$ cat src/rtl/mips_pkg.sv
// Shared types for the MIPS pipeline: EX/MEM control bundle, skid-buffer
// occupancy states and the payload width helper.
package mips_pkg;

    typedef struct packed {
        logic memRead;
        logic memWrite;
        logic branch;
        logic regWrite;
        logic memToReg;
    } ctrl_t;

    typedef enum logic [1:0] {
        EMPTY = 2'd0,
        ONE   = 2'd1,
        TWO   = 2'd2
    } state_t;

    // Packed data payload: branchTarget, zeroFlag, ALUResult, readData2, writeReg.
    function automatic int payloadWidth(input int dataW, input int regW);
        return 3 * dataW + regW + 1;
    endfunction

endpackage

$ cat src/rtl/pipe_entry.sv
// One payload slot of the EX/MEM stage: data plus control bundle with a load
// enable, and a control-only clear so a drained slot reads as a bubble.
module pipe_entry
    import mips_pkg::*;
#(
    parameter int W = 102
) (
    input  logic         clock,
    input  logic         reset,
    input  logic         load_i,
    input  logic         clear_i,
    input  logic [W-1:0] data_i,
    input  ctrl_t        ctrl_i,
    output logic [W-1:0] data_o,
    output ctrl_t        ctrl_o
);

    logic [W-1:0] data_q;
    ctrl_t        ctrl_q;

    // Data is kept on clear so the MEM side sees stable values across bubbles.
    always_ff @(posedge clock or posedge reset) begin
        if (reset) begin
            data_q <= '0;
            ctrl_q <= '0;
        end else if (load_i) begin
            data_q <= data_i;
            ctrl_q <= ctrl_i;
        end else if (clear_i) begin
            ctrl_q <= '0;
        end
    end

    assign data_o = data_q;
    assign ctrl_o = ctrl_q;

endmodule

$ cat src/rtl/ex_mem_pipe_stage.sv
// EX/MEM pipeline register with valid/ready handshakes, optional two-entry
// skid buffer, flush, cache-hit gating and a saturating stall counter.
module ex_mem_pipe_stage
    import mips_pkg::*;
#(
    parameter int DATA_W = 32,
    parameter int REG_W  = 5,
    parameter int SKID   = 1,
    parameter int CNT_W  = 16
) (
    input  logic              clock,
    input  logic              reset,
    input  logic              inValid,
    output logic              inReady,
    input  logic [DATA_W-1:0] branchTarget,
    input  logic              zeroFlag,
    input  logic [DATA_W-1:0] ALUResult,
    input  logic [DATA_W-1:0] readData2,
    input  logic [REG_W-1:0]  writeReg,
    input  logic              MemRead,
    input  logic              MemWrite,
    input  logic              Branch,
    input  logic              RegWrite,
    input  logic              MemToReg,
    input  logic              flush,
    input  logic              hit,
    input  logic              outReady,
    output logic              outValid,
    output logic [DATA_W-1:0] branchTargetOut,
    output logic              zeroFlagOut,
    output logic [DATA_W-1:0] ALUResultOut,
    output logic [DATA_W-1:0] readData2Out,
    output logic [REG_W-1:0]  writeRegOut,
    output logic              MemReadOut,
    output logic              MemWriteOut,
    output logic              BranchOut,
    output logic              RegWriteOut,
    output logic              MemToRegOut,
    output logic              hitOut,
    output logic [CNT_W-1:0]  stallCount
);

    localparam int PAY_W = payloadWidth(DATA_W, REG_W);

    state_t            state_q, state_d;
    logic              accept, consume;
    logic              loadOut, loadSkid, clearOut, selSkid;
    logic [PAY_W-1:0]  inData, skidData, outData;
    ctrl_t             inCtrl, skidCtrl, outCtrl;
    logic              hit_q;
    logic [CNT_W-1:0]  stallCount_q;

    assign inData = {branchTarget, zeroFlag, ALUResult, readData2, writeReg};
    assign inCtrl = '{MemRead, MemWrite, Branch, RegWrite, MemToReg};

    assign outValid = (state_q != EMPTY);
    assign accept   = inValid && inReady;
    assign consume  = outValid && outReady && hit;

    // With a skid slot, ready depends only on registered state; without one
    // the upstream sees the downstream handshake combinationally.
    if (SKID != 0) begin : gSkidReady
        assign inReady = (state_q != TWO);
    end else begin : gCombReady
        assign inReady = !outValid || (outReady && hit);
    end

    always_comb begin
        state_d  = state_q;
        loadOut  = 1'b0;
        loadSkid = 1'b0;
        clearOut = 1'b0;
        selSkid  = 1'b0;
        if (flush) begin
            state_d  = EMPTY;
            clearOut = 1'b1;
        end else begin
            case (state_q)
                EMPTY: begin
                    if (accept) begin
                        state_d = ONE;
                        loadOut = 1'b1;
                    end
                end
                ONE: begin
                    if (consume && accept) begin
                        loadOut = 1'b1;
                    end else if (consume) begin
                        state_d  = EMPTY;
                        clearOut = 1'b1;
                    end else if (accept) begin
                        state_d  = TWO;
                        loadSkid = 1'b1;
                    end
                end
                TWO: begin
                    if (consume) begin
                        state_d = ONE;
                        loadOut = 1'b1;
                        selSkid = 1'b1;
                    end
                end
                default: state_d = EMPTY;
            endcase
        end
    end

    always_ff @(posedge clock or posedge reset) begin
        if (reset) begin
            state_q <= EMPTY;
        end else begin
            state_q <= state_d;
        end
    end

    pipe_entry #(.W(PAY_W)) uOutEntry (
        .clock   (clock),
        .reset   (reset),
        .load_i  (loadOut),
        .clear_i (clearOut),
        .data_i  (selSkid ? skidData : inData),
        .ctrl_i  (selSkid ? skidCtrl : inCtrl),
        .data_o  (outData),
        .ctrl_o  (outCtrl)
    );

    pipe_entry #(.W(PAY_W)) uSkidEntry (
        .clock   (clock),
        .reset   (reset),
        .load_i  (loadSkid),
        .clear_i (flush),
        .data_i  (inData),
        .ctrl_i  (inCtrl),
        .data_o  (skidData),
        .ctrl_o  (skidCtrl)
    );

    // Flushed cycles are not stalls; the counter sticks at all-ones.
    always_ff @(posedge clock or posedge reset) begin
        if (reset) begin
            stallCount_q <= '0;
            hit_q        <= 1'b0;
        end else begin
            hit_q <= hit;
            if (outValid && !(outReady && hit) && !flush && (stallCount_q != '1)) begin
                stallCount_q <= stallCount_q + CNT_W'(1);
            end
        end
    end

    assign {branchTargetOut, zeroFlagOut, ALUResultOut, readData2Out, writeRegOut} = outData;
    assign MemReadOut  = outCtrl.memRead;
    assign MemWriteOut = outCtrl.memWrite;
    assign BranchOut   = outCtrl.branch;
    assign RegWriteOut = outCtrl.regWrite;
    assign MemToRegOut = outCtrl.memToReg;
    assign hitOut      = hit_q;
    assign stallCount  = stallCount_q;

endmodule

$ cat config.mk
export PLATFORM = sky130hd
export DESIGN_NAME = ex_mem_pipe_stage
export DESIGN_NICKNAME = d
export VERILOG_FILES = /design/src/rtl/mips_pkg.sv /design/src/rtl/pipe_entry.sv /design/src/rtl/ex_mem_pipe_stage.sv
export SDC_FILE = /design/constraint.sdc
export NUM_CORES = 1
export LEC_CHECK = 0
export ABC_CLOCK_PERIOD_IN_PS = 10540
export BUFFER_PORTS_ARGS = -buffer_cell sky130_fd_sc_hd__buf_2
export CAP_MARGIN = 20
export CORE_MARGIN = 10
export CORE_UTILIZATION = 50
export CTS_BUF_LIST = sky130_fd_sc_hd__clkbuf_4 sky130_fd_sc_hd__clkbuf_8
export CTS_CLUSTER_DIAMETER = 40
export DETAILED_ROUTE_END_ITERATION = 10
export PLACE_DENSITY = 0.82
export REMOVE_ABC_BUFFERS = 1
export SETUP_SLACK_MARGIN = 0.02
export SYNTH_ARGS = -nofsm -noshare
export SYNTH_HDL_FRONTEND = slang
export SYNTH_SLANG_ARGS = --single-unit
export TNS_END_PERCENT = 20
$ cat constraint.sdc
create_clock -name clock -period 10.54 [get_ports clock]
set_input_delay 1.581 -clock clock [delete_from_list [all_inputs] [get_ports clock]]
set_output_delay 1.581 -clock clock [all_outputs]
set_load 0.005 [all_outputs]
==> metrics.txt <==
1st-iter DRT viols 441; via density per instance 5.22; type of origin of the critical path primary input; longest individual stage delay on the worst path 0.81 ns; final setup violation count 0; total length of routed wires 23.0 mm; crit path buf inv count 2; status finished clean; CP max stage cell sky130_fd_sc_hd__buf_4; wire length of the first global-routing pass 37.2 mm; clock latency reported for the late side of the worst-skew pair 0.50 ns; setup TNS 0 ns; Layout Skew 0.00905 ns; largest net degree at the start of global routing 115; count of placed standard cells in the final layout, fillers left out 1302; top-level port count 239; number of failing hold endpoints at the final stage 0; quantity of I/O buffers inserted on ports 238; min cycle time layout 3.67 ns; Core ar. 0.0196 sq mm; Yosys Warn Count 0; vias 6798; fmax 273 MHz; buffer depth of the longest clock path 3; overall track demand over capacity in global routing 0.171; areal power density over the cells 205 mW/mm^2; Post CTS Setup Buffer Count 0; Max Cap Viol 0; dpl hpwl 15.5 mm; clock slew seen by the registers of the worst setup and hold paths 0.05 ns; total instance count after detailed placement 1236; slew margin rel. 0.365; GR Overflow Total 0; Layout area overhead 20.1%; final net count 1128; die outline height 161 microns; endpoint class of the critical path flop; final routed wire length divided by cell count 17.7 microns; TritonCTS clock tree yes; most common cell after layout, fill and taps aside sky130_fd_sc_hd__buf_2; effective utilization at floorplan 0.510; number of distinct library cell variants in the gate-level netlist after synthesis 38; Core Rows 51; pin slew with the least headroom to its limit 0.952 ns; overall die width 161 microns; buffer type at the clock tree root sky130_fd_sc_hd__clkbuf_8; first-pass detailed-route iteration total 6; via count of the first global-routing pass 7247; PostCTS Resize Cnt 0; static leakage 5.31 nW; number of max-slew violations in the final report 0; Post-Synthesis Cells 774; cell breakdown of the critical path buf_2 -> a21oi_1 -> and3_4 -> buf_4 -> mux2_2; unrepaired setup endpoints after global routing no; number of antenna violations at the first check in global routing 4; post-synthesis sequential element count 233; critical path type in2reg; final critical-path share of the clock period 0.348; proportion of layout cells with a drive suffix above 1 0.411; Worst path top cell family by delay buffers and inverters; post-synthesis instance area 0.00999 sq mm; fraction of the yosys area taken by sequential cells 0.583; Routed Antenna Nets 0; TritonCTS buffer count 40; data required time of the critical path 10.93 ns; Tightest Hold Check Type reg2reg; DRC violations left 0; routability congestion estimate 0.753; commonest non-fill, non-tap cells in the layout 238 x sky130_fd_sc_hd__buf_2, 233 x sky130_fd_sc_hd__dfrtp_1, 105 x sky130_fd_sc_hd__nor2_1; data arrival at the endpoint of the critical path 4.06 ns; post-synthesis average cell area 12.9 sq um; number of H-tree levels 2; largest fanout of any net on the critical path 60; overall die area 0.0260 sq mm; Num Clock Sinks 233; total of hold buffers inserted after clock tree synthesis 0; IR Drop Worst-Case VDD 0.105 mV
-- cell type report --
type,instances,area [sq um]
fill,1547,7590
clock buffer,62,753
sequential,233,5830
clock inverter,1,5.00
antenna,2,5.00
multi-input combinational,490,3790
inverter,3,18.8
timing repair buffer,246,1270
tap,265,332
-- synth_stat cells --
library cell | number | area (sq um)
sky130_fd_sc_hd__a21boi_0 | 1 | 7.51
sky130_fd_sc_hd__a21o_1 | 2 | 15.0
sky130_fd_sc_hd__a21oi_1 | 104 | 521
sky130_fd_sc_hd__a21oi_2 | 1 | 8.76
sky130_fd_sc_hd__a22o_1 | 10 | 87.6
sky130_fd_sc_hd__a31oi_1 | 1 | 6.26
sky130_fd_sc_hd__a41oi_2 | 1 | 16.3
sky130_fd_sc_hd__and3_1 | 3 | 18.8
sky130_fd_sc_hd__and4_1 | 1 | 8.76
sky130_fd_sc_hd__buf_12 | 1 | 20.0
sky130_fd_sc_hd__buf_2 | 27 | 135
sky130_fd_sc_hd__buf_4 | 5 | 37.5
sky130_fd_sc_hd__buf_6 | 5 | 56.3
sky130_fd_sc_hd__buf_8 | 8 | 120
sky130_fd_sc_hd__clkbuf_4 | 2 | 15.0
sky130_fd_sc_hd__dfrtp_1 | 233 | 5830
sky130_fd_sc_hd__ha_1 | 1 | 12.5
sky130_fd_sc_hd__inv_1 | 3 | 11.3
sky130_fd_sc_hd__mux2_2 | 83 | 935
sky130_fd_sc_hd__mux2_4 | 25 | 375
sky130_fd_sc_hd__mux2i_1 | 102 | 1020
sky130_fd_sc_hd__nand2_1 | 8 | 30.0
sky130_fd_sc_hd__nand2b_1 | 3 | 18.8
sky130_fd_sc_hd__nand2b_4 | 1 | 13.8
sky130_fd_sc_hd__nand3_1 | 9 | 45.0
sky130_fd_sc_hd__nand3b_1 | 1 | 7.51
sky130_fd_sc_hd__nand4_1 | 3 | 18.8
sky130_fd_sc_hd__nor2_1 | 105 | 394
sky130_fd_sc_hd__nor2b_1 | 1 | 6.26
sky130_fd_sc_hd__nor2b_2 | 1 | 8.76
sky130_fd_sc_hd__nor3_1 | 1 | 5.00
sky130_fd_sc_hd__nor3_2 | 1 | 10.0
sky130_fd_sc_hd__nor4_1 | 2 | 12.5
sky130_fd_sc_hd__nor4_2 | 1 | 12.5
sky130_fd_sc_hd__o21ai_0 | 1 | 5.00
sky130_fd_sc_hd__or2_1 | 1 | 6.26
sky130_fd_sc_hd__xnor2_1 | 13 | 114
sky130_fd_sc_hd__xor2_1 | 3 | 26.3
-- worst reg2reg max path: stages (launching register included) --
cell                       delay (ns)
sky130_fd_sc_hd__dfrtp_1         0.46
sky130_fd_sc_hd__nand2b_4        0.20
sky130_fd_sc_hd__a21o_1          0.22
sky130_fd_sc_hd__a21oi_4         0.11
sky130_fd_sc_hd__buf_4           0.28
sky130_fd_sc_hd__buf_16          0.34
sky130_fd_sc_hd__buf_4           0.82
sky130_fd_sc_hd__nor2_1          0.14
sky130_fd_sc_hd__a21oi_1         0.17
-- registers in the layout, indices dropped and copies added, names as in the netlist --
name and count:
uSkidEntry.ctrl_o 5, hitOut 1, stallCount 16, uSkidEntry.data_o 102, state_q 2, uOutEntry.data_o 102
uOutEntry.ctrl_o 5
-- power breakdown --
part | internal (mW) | switching (mW) | leakage (nW)
registers | 1.11 | 0.123 | 2.74
clock network | 0.448 | 0.334 | 0.408
logic | 0.251 | 0.198 | 2.16
total | 1.81 | 0.655 | 5.31
-- metrics by stage --
step / setup slack [ns] / instance area [sq um] / utilization / total power [mW] / hold slack (ns)
floorplan: 2.04 / 9610 / - / 1.50 / 0.461
global placement: 6.34 / 11200 / 0.572 / 1.67 / 0.478
detailed placement: 6.24 / 11200 / 0.572 / 1.70 / 0.481
CTS: 6.77 / 12000 / 0.611 / 2.50 / 0.494
global route: 6.74 / 12000 / 0.613 / 2.62 / 0.509
finish: 6.87 / 12000 / 0.613 / 2.47 / 0.491
-- final timing paths --
kind | start | to | slack, ns | cells past startpoint
setup / recovery | flush | uSkidEntry.data_o[92] | 6.87 | 5
hold / removal | stallCount[8] | stallCount[8] | 0.49 | 1
setup reg to reg | state_q[0] | uOutEntry.data_o[68] | 7.72 | 8
hold reg to reg | stallCount[8] | stallCount[8] | 0.49 | 1
max in group asynchronous | reset | uSkidEntry.data_o[67] | 8.01 | 3
min in group asynchronous | reset | uSkidEntry.data_o[32] | 1.17 | 2
-- logic make-up after synthesis --
group	after synthesis	share of synthesized area
flops	233	0.583
mux	210	0.233
simple gates	142	0.0617
compound gates	121	0.0667
buf+inv	51	0.0396
xor+xnor	16	0.0140
fa+ha+maj	1	0.00125
-- routing by layer --
metal / share of wire / global-route usage / vias up
met5: 0.00057 / 0 / -
met4: 0.016 / 0.0438 / 2
met3: 0.072 / 0.0559 / 34
met2: 0.48 / 0.277 / 191
met1: 0.43 / 0.217 / 3373
li1: - / - / 3198
(Power assumes the default switching activity.)
